### config.mk
export PLATFORM = sky130hd
export DESIGN_NAME = pll_sequencer_flat
export DESIGN_NICKNAME = d
export VERILOG_FILES = /design/src/rtl/pll_sequencer_if.sv /design/src/rtl/pll_sequencer.sv /design/src/flat_wrapper.sv
export SDC_FILE = /design/constraint.sdc
export NUM_CORES = 1
export LEC_CHECK = 0
export CAP_MARGIN = 20
export CORE_MARGIN = 2
export CORE_UTILIZATION = 52
export CTS_BUF_LIST = sky130_fd_sc_hd__clkbuf_8
export DETAILED_ROUTE_END_ITERATION = 16
export GPL_ROUTABILITY_DRIVEN = 0
export GPL_TIMING_DRIVEN = 0
export PLACE_DENSITY = 0.77
export SLEW_MARGIN = 25
export SYNTH_ARGS = -nofsm -noshare
export SYNTH_HDL_FRONTEND = slang
export SYNTH_SLANG_ARGS = --single-unit
### constraint.sdc
create_clock -name hwclk -period 1.75 [get_ports hwclk]
set_input_delay 0.35 -clock hwclk [delete_from_list [all_inputs] [get_ports hwclk]]
set_output_delay 0.35 -clock hwclk [all_outputs]
set_load 0.01 [all_outputs]
### src/rtl/pll_sequencer_if.sv
// Signal bundle between the PLL start-up sequencer and its surroundings
// (PLL pins plus the control/status lines seen by the rest of the system).
interface pll_sequencer_if;
    // enable is a level; relock_req is a one-cycle pulse sampled on hwclk;
    // pll_lock is asynchronous. All sequencer outputs change only on hwclk.
    logic       enable;
    logic       relock_req;
    logic       pll_lock;
    logic       pll_resetb;
    logic       pll_bypass;
    logic       clk_ready;
    logic       lost_lock;
    logic       fault;
    logic [3:0] retries;
    logic [2:0] state;

    modport master (
        input  enable, relock_req, pll_lock,
        output pll_resetb, pll_bypass, clk_ready, lost_lock, fault, retries, state
    );

    modport slave (
        output enable, relock_req, pll_lock,
        input  pll_resetb, pll_bypass, clk_ready, lost_lock, fault, retries, state
    );
endinterface

### src/rtl/pll_sequencer.sv
// Start-up / supervision controller for the fast-clock PLL, clocked by the 12 MHz hwclk.
// Holds the PLL in reset, waits for a debounced lock, retries on timeout, re-sequences on lock loss.
module pll_sequencer #(
    parameter int RESET_CYCLES   = 12,
    parameter int LOCK_TIMEOUT   = 1200,
    parameter int LOCK_STABLE    = 64,
    parameter int MAX_RETRIES    = 3,
    parameter int BYPASS_ON_FAIL = 1
) (
    input  logic            hwclk,
    input  logic            resetb,
    pll_sequencer_if.master bus
);

    localparam int RW  = $clog2(RESET_CYCLES + 1);
    localparam int TW  = $clog2(LOCK_TIMEOUT + 1);
    localparam int SW  = $clog2(LOCK_STABLE + 1);

    localparam logic [RW-1:0] RST_LAST = RW'(RESET_CYCLES - 1);
    localparam logic [TW-1:0] TO_LAST  = TW'(LOCK_TIMEOUT - 1);
    localparam logic [SW-1:0] ST_DONE  = SW'(LOCK_STABLE);
    localparam logic [SW-1:0] ST_ONE   = SW'(1);
    localparam logic [3:0]    MAX_R    = 4'(MAX_RETRIES);
    localparam logic          BYP_FAIL = (BYPASS_ON_FAIL != 0);

    typedef enum logic [2:0] {
        S_IDLE      = 3'd0,
        S_RESET     = 3'd1,
        S_WAIT_LOCK = 3'd2,
        S_STABLE    = 3'd3,
        S_RUN       = 3'd4,
        S_FAULT     = 3'd5
    } state_t;

    state_t        state_q, state_d;
    logic [RW-1:0] rst_cnt_q, rst_cnt_d;
    logic [TW-1:0] to_cnt_q, to_cnt_d;
    logic [SW-1:0] stab_cnt_q, stab_cnt_d;
    logic [3:0]    retries_q, retries_d;
    logic          lost_lock_q, lost_lock_d;
    logic          pll_resetb_q, pll_bypass_q, clk_ready_q, fault_q;
    logic          lock_meta, lock_s;

    // Next state plus retry bookkeeping; enable=0 overrides every other transition.
    always_comb begin
        state_d     = state_q;
        retries_d   = retries_q;
        lost_lock_d = 1'b0;
        if (!bus.enable) begin
            state_d = S_IDLE;
        end else begin
            unique case (state_q)
                S_IDLE: begin
                    state_d   = S_RESET;
                    retries_d = '0;
                end
                S_RESET: begin
                    if (rst_cnt_q == RST_LAST) state_d = S_WAIT_LOCK;
                end
                S_WAIT_LOCK: begin
                    if (lock_s) begin
                        state_d = S_STABLE;
                    end else if (to_cnt_q == TO_LAST) begin
                        retries_d = retries_q + 4'd1;
                        state_d   = (retries_d == MAX_R) ? S_FAULT : S_RESET;
                    end
                end
                S_STABLE: begin
                    if (!lock_s) begin
                        state_d = S_WAIT_LOCK;
                    end else if (stab_cnt_q == ST_DONE) begin
                        state_d   = S_RUN;
                        retries_d = '0;
                    end
                end
                S_RUN: begin
                    if (!lock_s) begin
                        state_d     = S_RESET;
                        lost_lock_d = 1'b1;
                    end else if (bus.relock_req) begin
                        state_d = S_RESET;
                    end
                end
                S_FAULT: begin
                    if (bus.relock_req) begin
                        state_d   = S_RESET;
                        retries_d = '0;
                    end
                end
                default: state_d = S_IDLE;
            endcase
        end

        // Counters restart on every state entry, so none of them can wrap.
        rst_cnt_d  = (state_q == S_RESET && state_d == S_RESET) ? rst_cnt_q + 1'b1 : '0;
        to_cnt_d   = (state_q == S_WAIT_LOCK && state_d == S_WAIT_LOCK) ? to_cnt_q + 1'b1 : '0;
        if (state_d != S_STABLE)
            stab_cnt_d = '0;
        else if (state_q == S_STABLE)
            stab_cnt_d = stab_cnt_q + 1'b1;
        else
            stab_cnt_d = ST_ONE;
    end

    always_ff @(posedge hwclk) begin
        if (!resetb) begin
            state_q      <= S_IDLE;
            rst_cnt_q    <= '0;
            to_cnt_q     <= '0;
            stab_cnt_q   <= '0;
            retries_q    <= '0;
            lost_lock_q  <= 1'b0;
            pll_resetb_q <= 1'b0;
            pll_bypass_q <= 1'b0;
            clk_ready_q  <= 1'b0;
            fault_q      <= 1'b0;
            lock_meta    <= 1'b0;
            lock_s       <= 1'b0;
        end else begin
            state_q      <= state_d;
            rst_cnt_q    <= rst_cnt_d;
            to_cnt_q     <= to_cnt_d;
            stab_cnt_q   <= stab_cnt_d;
            retries_q    <= retries_d;
            lost_lock_q  <= lost_lock_d;
            // Outputs are decoded from the next state so they line up with the state register.
            pll_resetb_q <= (state_d == S_WAIT_LOCK) || (state_d == S_STABLE) || (state_d == S_RUN);
            pll_bypass_q <= (state_d == S_FAULT) && BYP_FAIL;
            clk_ready_q  <= (state_d == S_RUN);
            fault_q      <= (state_d == S_FAULT);
            lock_meta    <= bus.pll_lock;
            lock_s       <= lock_meta;
        end
    end

    assign bus.pll_resetb = pll_resetb_q;
    assign bus.pll_bypass = pll_bypass_q;
    assign bus.clk_ready  = clk_ready_q;
    assign bus.lost_lock  = lost_lock_q;
    assign bus.fault      = fault_q;
    assign bus.retries    = retries_q;
    assign bus.state      = state_q;

endmodule

### src/flat_wrapper.sv
// flat-port wrapper written by rule: the top's interface ports become plain ports
module pll_sequencer_flat 
#(
    parameter int RESET_CYCLES   = 12,
    parameter int LOCK_TIMEOUT   = 1200,
    parameter int LOCK_STABLE    = 64,
    parameter int MAX_RETRIES    = 3,
    parameter int BYPASS_ON_FAIL = 1
)
  (hwclk, resetb, bus_enable, bus_relock_req, bus_pll_lock, bus_pll_resetb, bus_pll_bypass, bus_clk_ready, bus_lost_lock, bus_fault, bus_retries, bus_state);
  pll_sequencer_if bus_i ();
  input  logic hwclk;
  input  logic resetb;
  input wire logic [$bits(bus_i.enable)-1:0] bus_enable;
  input wire logic [$bits(bus_i.relock_req)-1:0] bus_relock_req;
  input wire logic [$bits(bus_i.pll_lock)-1:0] bus_pll_lock;
  output wire logic [$bits(bus_i.pll_resetb)-1:0] bus_pll_resetb;
  output wire logic [$bits(bus_i.pll_bypass)-1:0] bus_pll_bypass;
  output wire logic [$bits(bus_i.clk_ready)-1:0] bus_clk_ready;
  output wire logic [$bits(bus_i.lost_lock)-1:0] bus_lost_lock;
  output wire logic [$bits(bus_i.fault)-1:0] bus_fault;
  output wire logic [$bits(bus_i.retries)-1:0] bus_retries;
  output wire logic [$bits(bus_i.state)-1:0] bus_state;
  assign bus_i.enable = bus_enable;
  assign bus_i.relock_req = bus_relock_req;
  assign bus_i.pll_lock = bus_pll_lock;
  assign bus_pll_resetb = bus_i.pll_resetb;
  assign bus_pll_bypass = bus_i.pll_bypass;
  assign bus_clk_ready = bus_i.clk_ready;
  assign bus_lost_lock = bus_i.lost_lock;
  assign bus_fault = bus_i.fault;
  assign bus_retries = bus_i.retries;
  assign bus_state = bus_i.state;
  pll_sequencer #(.RESET_CYCLES(RESET_CYCLES), .LOCK_TIMEOUT(LOCK_TIMEOUT), .LOCK_STABLE(LOCK_STABLE), .MAX_RETRIES(MAX_RETRIES), .BYPASS_ON_FAIL(BYPASS_ON_FAIL)) u_core (.hwclk(hwclk), .resetb(resetb), .bus(bus_i));
endmodule
### After elaboration in Yosys (flattened, before gate mapping)

Cells that the tools add are included.

| operators by class | value |
|---|---|
| $add $sub $neg | 4 |
| eq/ne operators | 20 |
| muxes and demuxes | 18 |
| bitwise operators | 2 |
| reductions and logical operators | 12 |

Operators with widths:

| cell | count |
|---|---|
| $mux 3 | 9 |
| $mux 4 | 5 |
| $pmux 3 s6 | 1 |
| $pmux 4 s4 | 1 |
| $eq 3x2->1 const B | 4 |
| $eq 3x3->1 const B | 4 |
| $add 11x1->11 const B | 1 |
| $eq 11x11->1 const B | 1 |
| $add 4x1->4 const B | 2 |
| $add 7x1->7 const B | 1 |
| $eq 7x7->1 const B | 1 |
| $reduce_and 7->1 | 1 |
| $eq 3x1->1 const B | 2 |
| $ne 2x1->1 const B | 3 |
| $eq 4x2->1 const B | 1 |
| $eq 4x4->1 const B | 1 |
| $ne 2x2->1 const B | 2 |
| $reduce_and 2->1 | 2 |
| $reduce_bool 4->1 | 1 |
| $logic_not 3->1 | 1 |
| $ne 3x2->1 const B | 1 |
| $reduce_and 3->1 | 1 |
| $reduce_or 3->1 | 1 |
| $logic_and 1x1->1 | 2 |
| other kinds (4) | 7 |

| storage, ports and cells | value |
|---|---|
| register bits | 35 |
| input bits | 5 |
| output and inout port bits | 12 |
| word-level logic and storage cells | 68 |

### Logic depth before layout (Yosys ltp)

Gate-level depths: netlist of run 1.

| depth | value |
|---|---|
| depth after elaboration | 10 |
| mapped depth | 7 |
| depth with buffers taken out | 7 |

### Least setup slack after synthesis of run 1

OpenSTA, ideal clock, no wires.

| timing path | value |
|---|---|
| kind | register to register |
| from | register u_core.to_cnt_q[4] |
| to | register u_core.retries_q[3] (netlist: u_core.bus.retries[3]) |
| setup time | 0.075 ns |
| arrival | 1.727 ns |
| required time | 1.675 ns |
| setup slack | -0.052 ns |
| cell stages (with the launch flop) | 6 |
| path buffers | 0 |
| clock period less this slack | 1.802 ns |
| cell sequence | dfxtp_1 -> or4b_4 -> nor3_4 -> nand4_1 -> or4_1 -> o22ai_1 |

| on the way | value |
|---|---|
| longest elaborated chain between the ends | 3 |

Ends and longest elaborated chain:

| what | line | source |
|---|---|---|
| start, declared | pll_sequencer.sv:37 | `logic [TW-1:0] to_cnt_q, to_cnt_d;` |
| start signal, assigned | pll_sequencer.sv:122 | `to_cnt_q <= to_cnt_d;` |
| $eq 11x11->1 | pll_sequencer.sv:63 | `end else if (to_cnt_q == TO_LAST) begin` |
| $ne 2x1->1 (no source line) | -- |  |
| $reduce_and 7->1 (no source line) | -- |  |
| end signal, assigned | pll_sequencer.sv:124 | `retries_q <= retries_d;` |
| end, declared | pll_sequencer.sv:39 | `logic [3:0] retries_q, retries_d;` |

Every way passes these cells.
A chain may end at the register's enable or synchronous reset.

### Final worst setup path of run 1

| timing path | value |
|---|---|
| from | register u_core.to_cnt_q[6] |
| to | register u_core.rst_cnt_q[1] |

| on the way | value |
|---|---|
| longest elaborated chain between the ends | 8 |

Ends and longest elaborated chain:

| what | line | source |
|---|---|---|
| $eq 11x11->1 | pll_sequencer.sv:63 |  |
| $mux 3 | pll_sequencer.sv:63 |  |
| $mux 3 | pll_sequencer.sv:61 | `if (lock_s) begin` |
| $pmux 3 s6 | pll_sequencer.sv:52 | `unique case (state_q)` |
| $mux 3 | pll_sequencer.sv:49 | `if (!bus.enable) begin` |
| $eq 3x1->1 | pll_sequencer.sv:95 | `rst_cnt_d = (state_q == S_RESET && state_d == S_RESET) ? rst_cnt_q + 1'b1 : '0;` |
| $logic_and 1x1->1 | pll_sequencer.sv:95 |  |
| $reduce_and 2->1 (no source line) | -- |  |
| end signal, assigned | pll_sequencer.sv:121 | `rst_cnt_q <= rst_cnt_d;` |
| end, declared | pll_sequencer.sv:36 | `logic [RW-1:0] rst_cnt_q, rst_cnt_d;` |

Every way passes these cells.

==> impl_metrics.json, run 1 <==
{
  "final_common_cell": "dfxtp_1",
  "r2r_cells": 6,
  "synth_area_um2": 1660,
  "antenna_found_initial": 0,
  "async_reset_ff_frac": 0,
  "nets": 234,
  "multiInputGateArea_um2": 1140,
  "seqCellArea_um2": 716,
  "dr.pass1.iters": 4,
  "finalWorstSetupSlack_ns": -0.221,
  "dp_hpwl_mm": 2.49,
  "synth_seq_area_share": 0.422,
  "hp-class": "flop to flop",
  "final.setup.tns_ns": -1.86,
  "grt_pass1_wl_mm": 6.18,
  "vias": 1551,
  "syn-num-nets": 197,
  "cp_max_fo": 4,
  "min_period_over_period": 1.13,
  "whs_path_depth": 1,
  "routed_wl_mm": 4.38,
  "ant_nets": 0,
  "yosysUniqueCellTypes": 45,
  "postPlaceCellArea_um2": 1870,
  "power_density_nw_per_um2": 686,
  "drt_iter0_markers": 72,
  "clockRootBuffer": "clkbuf_8",
  "cts.sinks": 35,
  "die_h_um": 60.5,
  "finalHoldViolations": 0,
  "htree_levels": 2,
  "ys.flop_type": "dfxtp_1",
  "start_util": 0.543,
  "overflow": 0,
  "yosys_warnings": 0,
  "clockBufferDepth": 2,
  "worstSetupStartpointType": "flop",
  "cpPeakStageDelay_ns": 0.57,
  "fin_skew_ns": 0.00594,
  "grt_max_degree": 12,
  "max_clock_freq_mhz": 507,
  "via_per_inst": 5.79,
  "syn_inst": 186,
  "min_period_ns": 1.97,
  "tightest_slew_ns": 0.616,
  "wl_per_cell_um": 16.3,
  "final_cell_mix": "23 x dfxtp_1, 19 x nor2_1, 15 x clkdlybuf4s50_1, 14 x buf_4",
  "peakVddDrop_v": 0.000606,
  "core_area_um2": 3050,
  "setup.worst_path.end_class": "flop",
  "required_ns": 1.95,
  "io_buffers": 15,
  "path_clk_slew_ns": 0.07,
  "num_rows": 20,
  "drc": 0,
  "cts_buffers": 5,
  "rsz0062_at_grt": "yes",
  "synth_edf_count": 0,
  "power.total_w": 0.00164,
  "whs_endpoint": "u_core.lock_s",
  "r2r-end": "u_core.rst_cnt_q[1]",
  "nFillCells": 198,
  "synth-seq-cells": 35,
  "drive_above_1_share": 0.357,
  "fp.dieW_um": 60.5,
  "avgSynthCellArea_um2": 8.92,
  "rr_startpoint": "u_core.to_cnt_q[6]",
  "area_growth_pct": 44.1,
  "drv_slew": 0,
  "fin_area_um2": 2390,
  "path_class": "flop to flop",
  "clk_latency_ns": 0.30,
  "violations": "setup timing",
  "maxSlewHeadroom": 0.588,
  "outcome": "finished with violations",
  "setup_viol": 19,
  "n_antenna_cell": 0,
  "ff2ff_setup_slack_ns": -0.22,
  "pin_count": 17,
  "cts_tree": "done",
  "drv_cap": 0,
  "grt_pass1_vias": 1456,
  "cp_data_arrival_time_ns": 2.18,
  "crit_chain": "or4b_4 -> buf_4 -> nor4_4 -> o41a_4 -> nand2_4 -> nor4_2",
  "p_leak_nw": 0.858,
  "die_area_um2": 3660,
  "final_core_util": 0.783,
  "grt_use_total": 0.225,
  "slowest_stage": "or4b_4",
  "hp-start": "u_core.lock_meta"
}
==> through the flow <==
stage | hold WS [ns] | setup WS [ns] | cells
final | 0.438 | -0.221 | 268
after global routing | 0.443 | -0.281 | 268
after CTS | 0.439 | -0.160 | 263
after detailed placement | 0.423 | -0.289 | 245
after global placement | 0.416 | -0.239 | 245
after floorplan | 0.412 | -0.0521 | 186
==> layer usage <==
| metal | part of all wire | routed length [um] | up-vias | track usage |
|---|---|---|---|---|
| met4 | 0.035 | 153 | 0 | 0.130 |
| met3 | 0.039 | 171 | 17 | 0.0640 |
| li1 | - | - | 734 | - |
| met2 | 0.51 | 2240 | 55 | 0.373 |
| met5 | 0 | 0 | - | 0 |
| met1 | 0.41 | 1810 | 745 | 0.261 |
==> repair_timing <==
item                       in CTS  in global routing
setup endpoints to repair      28                 30
gates resized for setup        20                 51
setup buffers                  10                  6
hold buffers                    0                  0
pin swaps                       9                 20
==> state kept, by name, indices dropped and copies added (netlist names) <==
| signal | cells |
|---|---|
| u_core.to_cnt_q | 11 |
| u_core.stab_cnt_q | 7 |
| u_core.bus.retries | 4 |
| u_core.rst_cnt_q | 4 |
| u_core.bus.state | 3 |
| u_core.bus.clk_ready | 1 |
| u_core.bus.lost_lock | 1 |
| u_core.bus.pll_bypass | 1 |
| u_core.bus.pll_resetb | 1 |
| u_core.lock_meta | 1 |
| u_core.lock_s | 1 |
==> synth_stat cells, drive strengths merged, types with 3 or more instances <==
cell     n  area share
xor2     9       0.048
clkbuf   4      0.0090
a21oi    6       0.018
xnor2    7       0.037
nor3     9       0.034
nand4    4       0.015
dfxtp   35        0.42
nand3    7       0.021
nand2b   3       0.011
nor4     7       0.030
and3     5       0.019
inv     10       0.023
ha       6       0.045
nand2   15       0.034
nor2    19       0.043
and2     4       0.015
==> critical path, delay by kind of cell, from the launching register on <==
family | cells | cell delay [ns]
AND/OR/NAND/NOR | 4 | 1.13
flip-flops | 1 | 0.32
AO/OA/AOI/OAI | 1 | 0.27
buffers and inverters | 1 | 0.17
==> layout make-up <==
cell class	instances	share of cell area
flip-flops and latches	35	0.299
repair buffers	30	0.113
plain buffers	6	0.0230
clock inverters	2	0.0147
multi-input cells	135	0.477
well taps	44	0.0230
clock buffers	6	0.0345
inverters	10	0.0157
==> power breakdown <==
part           internal, W  leakage [nW]  switching [W]   total, W
Combinational    0.0000299         0.509      0.0000378  0.0000677
Sequential        0.000800         0.289     0.00000464   0.000805
Clock             0.000461        0.0612       0.000306   0.000767
==> kinds of logic after synthesis <==
kind of cell / synth area share
simple gates: 0.302
flops: 0.422
compound gates: 0.100
xor+xnor: 0.0845
buf+inv: 0.0392
fa+ha+maj: 0.0452
mux: 0.00603
==> how the worst max path moves through the flow <==
stage / from / to / slack [ns] / depth (start not counted)
floorplan: u_core.to_cnt_q[4] / u_core.bus.retries[3] / -0.05 / 5
global placement: bus_relock_req / u_core.stab_cnt_q[6] / -0.24 / 6
detailed placement: u_core.to_cnt_q[0] / u_core.rst_cnt_q[2] / -0.29 / 6
CTS: u_core.to_cnt_q[9] / u_core.bus.retries[3] / -0.16 / 5
global route: u_core.to_cnt_q[0] / u_core.rst_cnt_q[1] / -0.28 / 7
finish: u_core.to_cnt_q[6] / u_core.rst_cnt_q[1] / -0.22 / 6
(Power assumes the default switching activity.)
==> run 2: changes to the inputs <==
CELL_PAD_IN_SITES_DETAIL_PLACEMENT = 1   (was not set)
CELL_PAD_IN_SITES_GLOBAL_PLACEMENT = 1   (was not set)
CORE_UTILIZATION = 40   (was 52)
PLACE_DENSITY = not set   (was 0.77)
PLACE_DENSITY_LB_ADDON = 0.1   (was not set)
==> impl_metrics.json, run 2 (synthesized netlist as in run 1, its figures left out) <==
{
  "outcome": "finished with violations",
  "violations": "setup timing",
  "min_period_ns": 2.01,
  "placed_cells": 251,
  "final_cell_mix": "26 x dfxtp_1, 18 x buf_4, 18 x nor2_1, 15 x clkdlybuf4s50_1, 14 x nand2_1",
  "start_util": 0.415,
  "p_leak_nw": 0.833,
  "min_period_over_period": 1.15,
  "cp_max_fo": 3,
  "maxSlewHeadroom": 0.695,
  "setup_viol": 16,
  "top_regs": "u_core.to_cnt_q: 11 flops, u_core.stab_cnt_q: 7 flops",
  "wl_per_cell_um": 17.6,
  "drt_iter0_markers": 58,
  "whs_path_depth": 1,
  "antenna_found_initial": 0,
  "nFillCells": 443,
  "pin_count": 17,
  "drv_cap": 0,
  "fp.dieW_um": 68.4,
  "grt_pass1_vias": 1539,
  "finalWorstSetupSlack_ns": -0.256,
  "required_ns": 1.98,
  "drc": 0,
  "drv_slew": 0,
  "clk_latency_ns": 0.30,
  "cp_data_arrival_time_ns": 2.24,
  "die_h_um": 68.4,
  "top_register": "u_core.to_cnt_q",
  "tightest_slew_ns": 0.455,
  "final.setup.tns_ns": -1.73,
  "postPlaceCellArea_um2": 1880,
  "ant_nets": 0,
  "dp_hpwl_mm": 2.92,
  "die_area_um2": 4680,
  "hp-class": "flop to flop",
  "grt_pass1_wl_mm": 7.32,
  "via_per_inst": 5.45,
  "largest_register_ffs": 11,
  "path_clk_slew_ns": 0.08,
  "vias": 1509,
  "ff2ff_setup_slack_ns": -0.26,
  "io_buffers": 15,
  "clockRootBuffer": "clkbuf_8",
  "final_cells": 277,
  "max_clock_freq_mhz": 499,
  "rsz0062_at_grt": "yes",
  "fin_area_um2": 2360,
  "nets": 237,
  "power_density_nw_per_um2": 618,
  "r2r_cells": 7,
  "grt_use_total": 0.215,
  "routed_wl_mm": 4.87,
  "htree_levels": 2,
  "worstSetupStartpointType": "flop",
  "rr_startpoint": "u_core.stab_cnt_q[1]",
  "hold_buffers": 0,
  "area_growth_pct": 42.5,
  "drive_above_1_share": 0.335,
  "fin_skew_ns": 0.0130,
  "cts_buffers": 5,
  "num_rows": 23,
  "cts_tree": "done",
  "core_area_um2": 4000,
  "dr.pass1.iters": 4,
  "overflow": 0,
  "path_class": "flop to flop",
  "hp-start": "u_core.lock_meta",
  "final_common_cell": "dfxtp_1",
  "finalHoldViolations": 0,
  "clockBufferDepth": 2,
  "setup.worst_path.end_class": "flop",
  "n_antenna_cell": 0,
  "r2r-end": "u_core.bus.retries[3]",
  "grt_max_degree": 12,
  "whs_endpoint": "u_core.lock_s",
  "cts.sinks": 35,
  "peakVddDrop_v": 0.000457
}
[run 2: repair_timing]
action                     CTS  global route
pin swaps                   13             2
setup endpoints to repair   30            30
hold endpoints to repair     0             0
buffers inserted            16             2
gates resized for setup     41            16
[run 2: worst max-delay path: stages, from the launching register on]
cell	delay, ns
dfxtp_1	0.34
inv_1	0.06
ha_2	0.15
and4bb_2	0.30
a21o_1	0.15
o211ai_1	0.20
or4_4	0.56
o22ai_2	0.17
[run 2: routing by layer]
metal,up-vias,GRT usage,share of wire
li1,741,-,-
met5,-,0,0
met1,744,0.248,0.43
met4,0,0.100,0.013
met2,20,0.368,0.53
met3,4,0.0559,0.025
[run 2: per-stage QoR]
| step | hold WS, ns | total power (W) | utilization | setup slack [ns] |
|---|---|---|---|---|
| after global routing | 0.455 | 0.00151 | 0.591 | -0.353 |
| after CTS | 0.450 | 0.00146 | 0.564 | -0.220 |
| after floorplan | 0.412 | 0.000851 | - | -0.0521 |
| after global placement | 0.414 | 0.000868 | 0.469 | -0.296 |
| final | 0.443 | 0.00146 | 0.591 | -0.256 |
| after detailed placement | 0.429 | 0.000870 | 0.469 | -0.386 |
[run 2: final cells by class]
class	instances	area (um^2)	area share
Clock inverter	3	15.0	0.00635
Buffer	6	45.0	0.0190
Timing Repair Buffer	33	293	0.124
Sequential cell	35	714	0.302
Inverter	10	37.5	0.0159
Clock buffer	5	68.8	0.0291
Tap cell	50	62.6	0.0265
Multi-Input combinational cell	135	1130	0.477
[run 2: worst max-delay path by stage]
stage / depth (start not counted) / startpoint / end / slack [ns]
after global routing: 9 / u_core.to_cnt_q[1] / u_core.bus.retries[3] / -0.35
after global placement: 6 / bus_relock_req / u_core.bus.retries[3] / -0.30
after CTS: 5 / u_core.to_cnt_q[9] / u_core.bus.retries[3] / -0.22
after detailed placement: 6 / u_core.to_cnt_q[0] / u_core.rst_cnt_q[3] / -0.39
after floorplan: 5 / u_core.to_cnt_q[4] / u_core.bus.retries[3] / -0.05
final: 7 / u_core.stab_cnt_q[1] / u_core.bus.retries[3] / -0.26
[run 2: power by group]
group	total, W	switching [W]	leakage, nW	internal (W)
Clock	0.000586	0.000314	0.0477	0.000273
Sequential	0.000803	0.00000484	0.287	0.000799
Combinational	0.0000718	0.0000388	0.498	0.0000329
==> run 3: changes to the inputs <==
CORE_UTILIZATION = 48   (was 40)
clock period = 2.35 ns   (was 1.75 ns; I/O delays follow)
==> impl_metrics.json, run 3 (synthesized netlist as in run 1, its figures left out) <==
{
  "cp_data_arrival_time_ns": 2.38,
  "path_clk_slew_ns": 0.08,
  "die_area_um2": 3940,
  "tightest_slew_ns": 0.434,
  "n_antenna_cell": 0,
  "cpPeakStageDelay_ns": 0.50,
  "cp_max_fo": 7,
  "maxSlewHeadroom": 0.707,
  "power_density_nw_per_um2": 639,
  "final.setup.tns_ns": 0,
  "preCtsSetupSlack_ns": 0.0856,
  "via_per_inst": 5.65,
  "grt_use_total": 0.240,
  "hold_buffers": 0,
  "top_regs": "u_core.to_cnt_q: 11 flops, u_core.stab_cnt_q: 7 flops",
  "required_ns": 2.56,
  "clockRootBuffer": "clkbuf_8",
  "core_area_um2": 3340,
  "min_period_over_period": 0.926,
  "io_buffers": 15,
  "ant_nets": 0,
  "routed_wl_mm": 4.09,
  "overflow": 0,
  "min_period_ns": 2.18,
  "slowest_stage": "or3b_1",
  "worstSetupStartpointType": "flop",
  "htree_levels": 2,
  "cts.sinks": 35,
  "vias": 1442,
  "final_cell_mix": "35 x dfxtp_1, 19 x nor2_1, 15 x nand2_1, 15 x clkdlybuf4s50_1, 10 x inv_1",
  "clockBufferDepth": 2,
  "fin_skew_ns": 0.00754,
  "area_growth_pct": 20.7,
  "grt_max_degree": 13,
  "rsz0062_at_grt": "no",
  "postCtsSetupBuffers": 0,
  "p_leak_nw": 0.689,
  "peakVddDrop_v": 0.000487,
  "drv_cap": 0,
  "fp.dieW_um": 62.8,
  "hp-class": "flop to flop",
  "drv_slew": 0,
  "pin_count": 17,
  "path_class": "flop to flop",
  "cts_buffers": 5,
  "drc": 0,
  "drive_above_1_share": 0.0909,
  "cts_tree": "done",
  "max_clock_freq_mhz": 459,
  "finalWorstSetupSlack_ns": 0.173,
  "final_common_cell": "dfxtp_1",
  "crit_chain": "or3b_1 -> nor4_2 -> o41a_2 -> nand2b_1 -> nor3_1",
  "largest_register_ffs": 11,
  "outcome": "finished, final reports clean",
  "nets": 219,
  "grt_pass1_vias": 1523,
  "drt_iter0_markers": 41,
  "cts_resized": 0,
  "setup.worst_path.end_class": "flop",
  "num_rows": 21,
  "clk_latency_ns": 0.29,
  "antenna_found_initial": 0,
  "die_h_um": 62.8,
  "setup_viol": 0,
  "top_register": "u_core.to_cnt_q",
  "start_util": 0.497,
  "finalHoldViolations": 0,
  "dp_hpwl_mm": 2.93,
  "wl_per_cell_um": 16.0,
  "grt_pass1_wl_mm": 7.37,
  "fin_area_um2": 2000,
  "timing.hold.ws_ns": 0.460,
  "postPlaceCellArea_um2": 1870,
  "dr.pass1.iters": 4
}
run 3: changes by cell type in the layout (fill, tap and decap cells not counted), sizes merged:
cell / change
buf: -18
bufinv: +2
clkinv: -3
clkinvlp: +1
run 3: final timing paths:
check,startpoint,endpoint,slack (ns),cells after the start
setup / recovery,u_core.bus.state[1],u_core.stab_cnt_q[6],0.17,5
setup reg to reg,u_core.bus.state[1],u_core.stab_cnt_q[6],0.17,5
hold / removal,u_core.lock_meta,u_core.lock_s,0.46,1
hold reg to reg,u_core.lock_meta,u_core.lock_s,0.46,1
run 3: routing by layer:
metal / routed length (um) / global-route usage / part of all wire / up-vias
li1: - / - / - / 704
met1: 1780 / 0.280 / 0.44 / 707
met2: 2140 / 0.430 / 0.52 / 23
met3: 99 / 0.0631 / 0.024 / 8
met4: 64 / 0.0722 / 0.016 / 0
met5: 0 / 0 / 0 / -
run 3: report_power, final:
group	total [W]	switching, W	leakage [nW]	internal [W]
Clock	0.000646	0.000223	0.0644	0.000423
Sequential	0.000598	0.00000255	0.283	0.000596
Combinational	0.0000361	0.0000206	0.342	0.0000155
run 3: worst max-delay path, delay by kind of cell, from the launching register on:
kind | cells | cell delay (ns)
AOI/OAI and AO/OA | 1 | 0.27
DFF | 1 | 0.45
and+or+nand+nor | 4 | 1.38
run 3: through the flow:
stage | instances | utilization | power, W
finish | 255 | 0.600 | 0.00128
global route | 255 | 0.600 | 0.00133
CTS | 255 | 0.600 | 0.00130
detailed placement | 247 | 0.559 | 0.000647
global placement | 247 | 0.559 | 0.000646
floorplan | 186 | - | 0.000633
run 3: area by class of cell:
cell class,count,area (um^2)
Inverter,10,37.5
Tap cell,46,57.6
Clock inverter,3,67.6
Multi-Input combinational cell,135,893
Timing Repair Buffer,15,150
Clock buffer,5,68.8
Fill cell,405,1330
Buffer,6,27.5
Sequential cell,35,701
